## config.mk

```make
export PLATFORM = sky130hd
export DESIGN_NAME = keypad_scan_encoder
export DESIGN_NICKNAME = d
export VERILOG_FILES = /design/src/rtl/keypad_pkg.sv /design/src/rtl/kp_scan_tick.sv /design/src/rtl/keypad_scan_encoder.sv
export SDC_FILE = /design/constraint.sdc
export NUM_CORES = 1
export LEC_CHECK = 0
export CELL_PAD_IN_SITES_DETAIL_PLACEMENT = 1
export CELL_PAD_IN_SITES_GLOBAL_PLACEMENT = 2
export CORE_MARGIN = 2
export CORE_UTILIZATION = 35
export CTS_CLUSTER_DIAMETER = 120
export DETAILED_ROUTE_END_ITERATION = 8
export DONT_BUFFER_PORTS = 1
export PLACE_DENSITY_LB_ADDON = 0.1
export SYNTH_ARGS = -nofsm -noshare
export SYNTH_HDL_FRONTEND = slang
export SYNTH_HIERARCHICAL = 1
export SYNTH_SLANG_ARGS = --single-unit
```

## constraint.sdc

```tcl
create_clock -name clk100khz -period 3.9 [get_ports clk100khz]
set_input_delay 0.585 -clock clk100khz [delete_from_list [all_inputs] [get_ports clk100khz]]
set_output_delay 0.585 -clock clk100khz [all_outputs]
set_load 0.02 [all_outputs]
```

## src/rtl/keypad_pkg.sv

```systemverilog
// Shared types and helpers for the 4x4 keypad scan encoder.
package keypad_pkg;

    localparam int unsigned KP_ROWS   = 4;
    localparam int unsigned KP_COLS   = 4;
    localparam logic [3:0]  COL_RESET = 4'b1110;

    typedef enum logic [1:0] {
        StIdle,
        StDeb,
        StPressed,
        StRel
    } kp_state_e;

    typedef enum logic [1:0] {
        FrNone,
        FrOne,
        FrMulti
    } frame_class_e;

    // Frame bit index is col*4+row; the key code is {row, col}.
    function automatic logic [3:0] onehot16_to_code(input logic [15:0] onehot);
        logic [3:0] code;
        logic [3:0] idx;
        code = '0;
        for (int i = 0; i < 16; i++) begin
            idx = 4'(i);
            if (onehot[i]) begin
                code = {idx[1:0], idx[3:2]};
            end
        end
        return code;
    endfunction

endpackage

```

## src/rtl/kp_scan_tick.sv

```systemverilog
// Column-step divider and 2-bit column counter for the keypad scanner.
module kp_scan_tick #(
    parameter int unsigned SCAN_DIV = 100
) (
    input  logic       clk_i,
    input  logic       rst_i,
    output logic       tick_o,
    output logic [1:0] col_o,
    output logic       frame_end_o
);

    localparam int unsigned     DivW    = $clog2(SCAN_DIV);
    localparam logic [DivW-1:0] DivLast = DivW'(SCAN_DIV - 1);

    logic [DivW-1:0] div_q, div_d;
    logic [1:0]      col_q, col_d;

    assign tick_o      = (div_q == DivLast);
    assign frame_end_o = tick_o && (col_q == 2'd3);
    assign col_o       = col_q;

    always_comb begin
        div_d = tick_o ? '0 : div_q + 1'b1;
        col_d = tick_o ? col_q + 2'd1 : col_q;
    end

    always_ff @(posedge clk_i) begin
        if (rst_i) begin
            div_q <= '0;
            col_q <= '0;
        end else begin
            div_q <= div_d;
            col_q <= col_d;
        end
    end

endmodule

```

## src/rtl/keypad_scan_encoder.sv

```systemverilog
// 4x4 keypad scanner: active-low column strobe, frame debounce, one encoded key per press.
// Build option: define TYPEMATIC_EN to auto-repeat key_valid while a single key stays held.
module keypad_scan_encoder
    import keypad_pkg::*;
#(
    parameter int unsigned SCAN_DIV   = 100,
    parameter int unsigned DEB_FRAMES = 8,
    parameter int unsigned REP_DELAY  = 50,
    parameter int unsigned REP_PERIOD = 10
) (
    input  logic       clk100khz,
    input  logic       rst,
    input  logic [3:0] row_in,
    output logic [3:0] col_out,
    output logic [3:0] key_code,
    output logic       key_valid,
    output logic       key_held
);

    localparam int unsigned     CntW      = $clog2(DEB_FRAMES + 1);
    localparam logic [CntW-1:0] CntMax    = {CntW{1'b1}};
    localparam logic [CntW-1:0] DebTarget = CntW'(DEB_FRAMES);

    if (SCAN_DIV < 4 || DEB_FRAMES == 0 || REP_DELAY == 0 || REP_PERIOD == 0) begin : g_param_check
        $error("keypad_scan_encoder: illegal parameter value");
    end

    logic [3:0]      row_s1_q, row_s2_q;
    logic            tick, frame_end;
    logic [1:0]      col;
    logic [15:0]     frame_q, frame_d;
    frame_class_e    fclass;
    logic [3:0]      fcode;
    kp_state_e       state_q, state_d;
    logic [3:0]      cand_q, cand_d;
    logic [CntW-1:0] cnt_q, cnt_d, cnt_inc;
    logic [3:0]      key_code_q, key_code_d;
    logic            key_valid_q, key_valid_d;
    logic            key_held_q, key_held_d;

    kp_scan_tick #(
        .SCAN_DIV(SCAN_DIV)
    ) u_scan_tick (
        .clk_i      (clk100khz),
        .rst_i      (rst),
        .tick_o     (tick),
        .col_o      (col),
        .frame_end_o(frame_end)
    );

    assign col_out   = ~(4'b0001 << col);
    assign key_code  = key_code_q;
    assign key_valid = key_valid_q;
    assign key_held  = key_held_q;

    // The column sampled on a frame-end tick is folded in before classifying.
    always_comb begin
        frame_d = frame_q;
        if (tick) begin
            frame_d[{col, 2'b00} +: KP_ROWS] = ~row_s2_q;
        end
    end

    always_comb begin
        if (frame_d == '0) begin
            fclass = FrNone;
        end else if ((frame_d & (frame_d - 16'd1)) == '0) begin
            fclass = FrOne;
        end else begin
            fclass = FrMulti;
        end
    end

    assign fcode   = onehot16_to_code(frame_d);
    assign cnt_inc = (cnt_q == CntMax) ? cnt_q : cnt_q + 1'b1;

`ifdef TYPEMATIC_EN
    localparam int unsigned RepMax = (REP_DELAY > REP_PERIOD) ? REP_DELAY : REP_PERIOD;
    localparam int unsigned RepW   = $clog2(RepMax + 1);

    logic [RepW-1:0] rep_q, rep_d, rep_inc;
    logic            rep_done_q, rep_done_d;

    assign rep_inc = rep_q + 1'b1;

    always_ff @(posedge clk100khz) begin
        if (rst) begin
            rep_q      <= '0;
            rep_done_q <= 1'b0;
        end else begin
            rep_q      <= rep_d;
            rep_done_q <= rep_done_d;
        end
    end
`endif

    always_comb begin
        state_d     = state_q;
        cand_d      = cand_q;
        cnt_d       = cnt_q;
        key_code_d  = key_code_q;
        key_valid_d = 1'b0;
        key_held_d  = key_held_q;
`ifdef TYPEMATIC_EN
        rep_d       = rep_q;
        rep_done_d  = rep_done_q;
`endif
        if (frame_end) begin
            unique case (state_q)
                StIdle: begin
                    if (fclass == FrOne) begin
                        state_d = StDeb;
                        cand_d  = fcode;
                        cnt_d   = CntW'(1);
                    end
                end
                StDeb: begin
                    if (fclass == FrOne && fcode == cand_q) begin
                        cnt_d = cnt_inc;
                        if (cnt_inc >= DebTarget) begin
                            state_d     = StPressed;
                            cnt_d       = '0;
                            key_code_d  = cand_q;
                            key_valid_d = 1'b1;
                            key_held_d  = 1'b1;
`ifdef TYPEMATIC_EN
                            rep_d       = '0;
                            rep_done_d  = 1'b0;
`endif
                        end
                    end else begin
                        state_d = StIdle;
                        cnt_d   = '0;
                    end
                end
                StPressed: begin
                    if (fclass == FrNone) begin
                        state_d = StRel;
                        cnt_d   = CntW'(1);
                    end
`ifdef TYPEMATIC_EN
                    // First repeat after REP_DELAY frames, later ones every REP_PERIOD.
                    if (fclass == FrOne && fcode == key_code_q) begin
                        if (rep_inc >= (rep_done_q ? RepW'(REP_PERIOD) : RepW'(REP_DELAY))) begin
                            key_valid_d = 1'b1;
                            rep_d       = '0;
                            rep_done_d  = 1'b1;
                        end else begin
                            rep_d = rep_inc;
                        end
                    end else begin
                        rep_d      = '0;
                        rep_done_d = 1'b0;
                    end
`endif
                end
                StRel: begin
                    if (fclass == FrNone) begin
                        cnt_d = cnt_inc;
                        if (cnt_inc >= DebTarget) begin
                            state_d    = StIdle;
                            cnt_d      = '0;
                            key_held_d = 1'b0;
                        end
                    end else begin
                        state_d = StPressed;
                        cnt_d   = '0;
`ifdef TYPEMATIC_EN
                        rep_d      = '0;
                        rep_done_d = 1'b0;
`endif
                    end
                end
                default: begin
                    state_d = StIdle;
                    cnt_d   = '0;
                end
            endcase
        end
    end

    always_ff @(posedge clk100khz) begin
        if (rst) begin
            row_s1_q    <= 4'hF;
            row_s2_q    <= 4'hF;
            frame_q     <= '0;
            state_q     <= StIdle;
            cand_q      <= '0;
            cnt_q       <= '0;
            key_code_q  <= '0;
            key_valid_q <= 1'b0;
            key_held_q  <= 1'b0;
        end else begin
            row_s1_q    <= row_in;
            row_s2_q    <= row_s1_q;
            frame_q     <= frame_d;
            state_q     <= state_d;
            cand_q      <= cand_d;
            cnt_q       <= cnt_d;
            key_code_q  <= key_code_d;
            key_valid_q <= key_valid_d;
            key_held_q  <= key_held_d;
        end
    end

endmodule

```

==> results of run 1 <==
==> through the flow <==
step	hold slack [ns]	power [uW]	instances
after floorplan	0.389	550	348
after CTS	0.328	874	456
after global placement	0.392	554	448
after global routing	0.319	892	456
after detailed placement	0.398	554	448
final	0.343	855	456
==> final cells by class <==
| type | instances | share of cell area |
|---|---|---|
| Multi-Input combinational cell | 272 | 0.570 |
| Sequential cell | 49 | 0.317 |
| Tap cell | 105 | 0.0425 |
| Timing Repair Buffer | 12 | 0.0291 |
| Clock buffer | 5 | 0.0222 |
| Inverter | 10 | 0.0121 |
| Clock inverter | 3 | 0.00688 |
==> state kept, by name, indices dropped and copies added (netlist names), 2 cells and up <==
name / flops
cand_q: 4
cnt_q: 4
frame_q: 16
key_code: 4
row_s1_q: 4
row_s2_q: 4
state_q: 2
u_scan_tick/col_o: 2
u_scan_tick/div_q: 7
==> power by group <==
group          total, uW  leakage, uW  internal [uW]  switching [uW]
logic               32.6     0.000706           13.6            19.1
clock network        313    0.0000445            128             185
registers            510     0.000397            506            3.45
==> placed cells by master, fill, tap and decap left out, types with 2 or more instances in the layout <==
master / n
nor3_1: 11
or3_1: 3
a2bb2oi_1: 6
a21oi_1: 29
nand2_1: 25
xor2_1: 2
clkbuf_8: 5
o21ai_0: 10
or2_2: 8
a311oi_1: 2
nand4_1: 2
nand3_1: 6
o21a_1: 4
mux2i_1: 11
ha_1: 7
a21o_1: 3
nor2b_1: 6
and4_1: 2
a211oi_1: 5
and2b_1: 2
nand2b_1: 5
o22a_1: 3
nor4_1: 2
and3_1: 3
xnor2_1: 2
o31ai_1: 3
and2_1: 11
inv_1: 10
o22ai_1: 6
nor3b_1: 4
a31oi_1: 7
dfxtp_1: 49
buf_4: 12
and3b_1: 2
nor2_1: 49
o31a_1: 2
o211ai_1: 2
==> logic make-up (layout without fill, tap and decap cells) <==
group	count (synthesis)	after routing
AO/OA/AOI/OAI	98	98
buffers and inverters	27	30
XOR/XNOR	4	4
flip-flops	49	49
multiplexers	12	12
adder cells (fa/ha/maj)	7	7
AND/OR/NAND/NOR	151	151
==> worst paths after layout <==
| kind | start | end | cells past startpoint | slack, ns |
|---|---|---|---|---|
| max | u_scan_tick/div_q[0]$_SDFF_PP0_ | cand_q[2]$_SDFFE_PP0P_ | 13 | 0.25 |
| min | rst | frame_q[14]$_SDFF_PP0_ | 1 | 0.34 |
| max reg2reg | u_scan_tick/div_q[0]$_SDFF_PP0_ | cand_q[2]$_SDFFE_PP0P_ | 13 | 0.25 |
| min reg2reg | row_s1_q[0]$_SDFF_PP1_ | row_s2_q[0]$_SDFF_PP1_ | 1 | 0.42 |
==> layer usage <==
metal | global-route usage | share of wire | routed length (um) | vias to the layer above
li1 | - | - | - | 1254
met1 | 0.251 | 0.51 | 3920 | 1239
met2 | 0.295 | 0.46 | 3550 | 28
met3 | 0.0279 | 0.020 | 155 | 6
met4 | 0.0374 | 0.012 | 94 | 0
met5 | 0 | 0 | 0 | -
==> metrics.txt, run 1 <==
status complete, no violations; Starting Density 0.354; # nets final 363; n_diodes 0; grt total ovfl 0; RSZ-0062 raised after global routing no; dpl cell area 3000 sq um; post-route DRC violation count 0; die footprint 8930 sq um; num ports 16; Synth top area share 0.342; Post-Synth Adder-Cell Area 0.0306; Synth Area in XOR/XNOR 0.0122; routed wire length slightly below 8000 um; Buf/Inv on CP 1; post-synthesis compound-gate area fraction 0.245; setup violation total in the final timing report 0; Slew Limit Headroom 0.462; P_leak 0.00115 uW; kind of critical path reg2reg; Final Max Slew Viols 0; Worst Tran Pin Value about 0.80 ns; area growth from synthesis to layout 7.90%; VDD IR max roughly 0.17 mV; yosys warns 6; Setup Skew roughly 0.014 ns; Async SR Flop Fraction 0; via count roughly 2500; TNS Setup 0 ns; Util after Layout 0.382; CP startpoint kind register; drt pass-1 iters 4; share of post-route cells with drive strength above 1 0.123; area occupied by multi-input gates ~1800 sq um; clock buffer depth 2; post_cts resized 0; clk root buf clkbuf_8; global-route wire length before repair ~13000 um; CP most frequent cell nor2_1; CTS Sinks a little under 50; core area approximately 8000 sq um; area leader, netlist dfxtp_1; crit-path leading delay family simple AND/OR/NAND/NOR gates; Synth area leaders dfxtp_1, nor2_1, a21oi_1, mux2i_1, nand2_1; I/O Buffers 0; fin crit share 0.936; max_cap viols 0; Setup WS post-layout 0.248 ns; post-DP HPWL roughly 5700 um; Total Routing Usage GR 0.180; remaining antenna violation count 0; Die Y about 95 um; Crit path largest cell delay 0.50 ns; CP Cell Sequence ha_1 -> nand4bb_4 -> nor3b_4 -> buf_4 -> and2_1 -> nor2_1 -> a2111oi_4 -> a21bo_1 -> a21oi_1 -> and4_1 -> and3b_1 -> mux2i_1 -> nor2_1; Critical Path RT 4.10 ns; vias per inst 5.54; number of global-route vias before repair between 2000 and 2500; post-CTS setup buffer count 0; #FFs+latches synth slightly below 50; Hold Crit Class in2reg; endpoints failing hold 0; Distinct cells, synth between 60 and 70; Register Area roughly 1000 sq um; Die Wd between 90 and 100 um; largest family of logic cells by synthesized area simple AND/OR/NAND/NOR gates; dpl ws ~0.29 ns; FP Rows 33; minimum clock period 3.65 ns; fillcell total between 1000 and 1500; Power Dens Cells 277 nW/um^2; largest net degree at the start of global routing 52; initial antenna violation count 0; CTS tree yes; syn avg cell area between 8 and 9 sq um; simple-gate share of the synthesized area 0.284; synthesized area between 2000 and 3000 sq um; routed len/inst between 15 and 20 um; Post-synth top cells dfxtp_1, nor2_1, a21oi_1; Synth Flop Type dfxtp_1; element type at the critical path end register; Synth Instances ~350; Clock Latency Late Sink just over 0.3 ns; clk slew on worst S/H paths roughly 0.090 ns; fmax 274 MHz; Num CTS Buffers 5; # H-tree levels 2; 1st-iter DRT viols around 130; routability congestion estimate about 0.8; mux cell area share after synthesis 0.0436; syn nets around 360; Post-synth EDFFs 0; slowest stage cell on the critical path a2111oi_4; Worst Path Arrival approximately 3.9 ns; CP Max Fanout 17; cts hold-fix bufs 0; Design Area, Final about 3100 sq um; register area share after synthesis 0.342
(Power assumes the default switching activity.)
==> run 2, diff against run 1 <==
- ABC_AREA: unset -> 1
- RECOVER_POWER: unset -> 100
==> run 2 against run 1 <==
Combinational power decreased by 49%. Fmax increased by 5.8%. Area after synthesis decreased by 1.6%. Critical path type unchanged. Critical endpoint is now cnt_q[0]$_SDFFE_PP0P_. Largest cell class unchanged. Largest power group unchanged.
==> metrics.txt, run 2 <==
Post-synth EDFFs 0; Die Y between 90 and 100 um; Die Wd ~94 um; Buf/Inv on CP 3; fmax around 290 MHz; slowest stage cell on the critical path dfxtp_1; post-route DRC violation count 0; dpl cell area 2930 sq um; Slew Limit Headroom 0.617; CP Cell Sequence inv_1 -> ha_1 -> inv_1 -> nor2_1 -> nand3_1 -> o21ai_0 -> nor2_1 -> nand2_2 -> nor2_1 -> nand2_1 -> nand2_1 -> nor2_1 -> nand3_1 -> nand2_1 -> nand2_1 -> nor2_2 -> or2_2 -> nand4_1 -> inv_1; VDD IR max around 0.14 mV; Distinct cells, synth 36; global-route wire length before repair around 13000 um; TNS Setup 0 ns; post-CTS setup buffer count 0; reg2reg path depth 19; endpoints failing hold 0; crit path to cnt_q[0]$_SDFFE_PP0P_; Total Routing Usage GR 0.179; routability congestion estimate ~0.8; Synth top area share 0.348; sequential fraction of design power 0.566; register area share after synthesis 0.348; fin crit share 0.885; synthesized area around 2800 sq um; cts hold-fix bufs 0; most numerous cell in the Yosys netlist nand2_1; P_int about 710 uW; remaining antenna violation count 0; Async SR Flop Fraction 0; Top Registers frame_q (16), u_scan_tick/div_q (7); CTS tree yes; FP Rows 32; Clock Latency Late Sink just over 0.3 ns; Num CTS Buffers 5; Comb pwr share 0.019; P_leak about 0.0013 uW; initial antenna violation count 0; Setup WS post-layout 0.447 ns; Synth area leaders dfxtp_1, nand2_1, nor2_1, inv_1, nand3_1; CTS Sinks a little under 50; Worst R2R Start u_scan_tick/col_o[0]$_SDFFE_PP0N_; I/O Buffers 0; element type at the critical path end register; worst reg2reg path endpoint cnt_q[0]$_SDFFE_PP0P_; # H-tree levels 2; WHS Path Cells 1; PnR Total Power about 900 uW; 1st-iter DRT viols between 100 and 150; area growth from synthesis to layout 6.61%; yosys warns 6; Largest Register frame_q; Crit path depth 19; Util after Layout 0.387; post-DP HPWL 5600 um; Worst Path Arrival between 3 and 4 ns; switching pwr slightly below 200 uW; Starting Density 0.363; die footprint around 8800 sq um; clock buffer depth 2; post_cts resized 0; share of post-route cells with drive strength above 1 0.133; Clk pwr share 0.416; syn avg cell area approximately 6.7 sq um; grt total ovfl 0; Synth Flop Type dfxtp_1; area leader, netlist dfxtp_1; Setup Skew 0.0118 ns; CP startpoint kind register; CP Max Fanout 12; clk slew on worst S/H paths around 0.10 ns; most frequent cells in the layout nand2_1, nor2_1, inv_1; max_cap viols 0; # nets final 439; Critical Path RT a little over 4 ns; Design Area, Final 3010 sq um; vias per inst around 4.8; #FFs+latches synth between 40 and 50; largest net degree at the start of global routing 30; max reg flops 16; Register Area just under 1000 sq um; status complete, no violations; Post-synth top cells nand2_1, nor2_1, inv_1; Hold Crit Class in2reg; Crit path largest cell delay approximately 0.59 ns; clk root buf clkbuf_8; Worst Tran Pin Value between 0.5 and 0.6 ns; routed len/inst about 13 um; fillcell total ~1000; routed wire length between 7000 and 8000 um; area occupied by multi-input gates around 1500 sq um; n_diodes 0; Synth Instances around 420; R2R setup slack roughly 0.45 ns; Power Dens Cells about 300 nW/um^2; core area 7770 sq um; drt pass-1 iters 4; kind of critical path reg2reg; Final Max Slew Viols 0; syn nets 436; commonest non-fill, non-tap cell in the layout nand2_1; dpl ws 0.532 ns; minimum clock period between 3 and 4 ns; setup violation total in the final timing report 0; number of global-route vias before repair around 2600; crit-path leading delay family simple AND/OR/NAND/NOR gates; Worst Setup SP u_scan_tick/col_o[0]$_SDFFE_PP0N_; via count ~2500; RSZ-0062 raised after global routing no; num ports 16; sw frac 0.218
-- run 2: power by group through the flow --
stage | Clock, uW | Sequential [uW] | Combinational (uW)
final | 375 | 510 | 16.7
after global routing | 413 | 511 | 19.7
after CTS | 389 | 511 | 17.4
after detailed placement | 0 | 522 | 17.3
after global placement | 0 | 522 | 17.7
after floorplan | 0 | 521 | 17.7
-- run 2: area by class of cell --
class,count,share of cell area
clock buffer,5,0.0229
clock inverter,3,0.0146
inverter,72,0.0911
multi-input combinational,298,0.503
sequential,49,0.326
tap,102,0.0424
-- run 2: cells by family (layout without fill, tap and decap cells) --
logic type / Yosys count / after routing / synth area share
AOI/OAI and AO/OA: 52 / 52 / 0.112
and+or+nand+nor: 236 / 236 / 0.396
xor gates and xnor gates: 2 / 2 / 0.00621
DFF: 49 / 49 / 0.348
adders and majority gates: 7 / 7 / 0.0311
muxes: 1 / 1 / 0.00355
buffers and inverters: 76 / 80 / 0.104
-- run 2: stage by stage --
stage               instances  hold slack (ns)
floorplan                 423            0.389
global route              529            0.317
finish                    529            0.337
detailed placement        521            0.399
CTS                       529            0.319
global placement          521            0.393
-- run 2: worst min-delay path by stage --
stage | start | end | slack (ns)
after floorplan | row_s1_q[0]$_SDFF_PP1_ | row_s2_q[0]$_SDFF_PP1_ | 0.39
after global placement | row_s1_q[0]$_SDFF_PP1_ | row_s2_q[0]$_SDFF_PP1_ | 0.39
after detailed placement | row_s1_q[0]$_SDFF_PP1_ | row_s2_q[0]$_SDFF_PP1_ | 0.40
after CTS | rst | frame_q[11]$_SDFF_PP0_ | 0.32
after global routing | rst | frame_q[9]$_SDFF_PP0_ | 0.32
final | rst | frame_q[7]$_SDFF_PP0_ | 0.34
-- run 2: per-layer routing --
layer	track usage	vias up	share of wire
met4	0.0399	0	0.0087
li1	-	1322	-
met5	0	-	0
met1	0.249	1167	0.51
met3	0.0265	5	0.029
met2	0.292	25	0.45
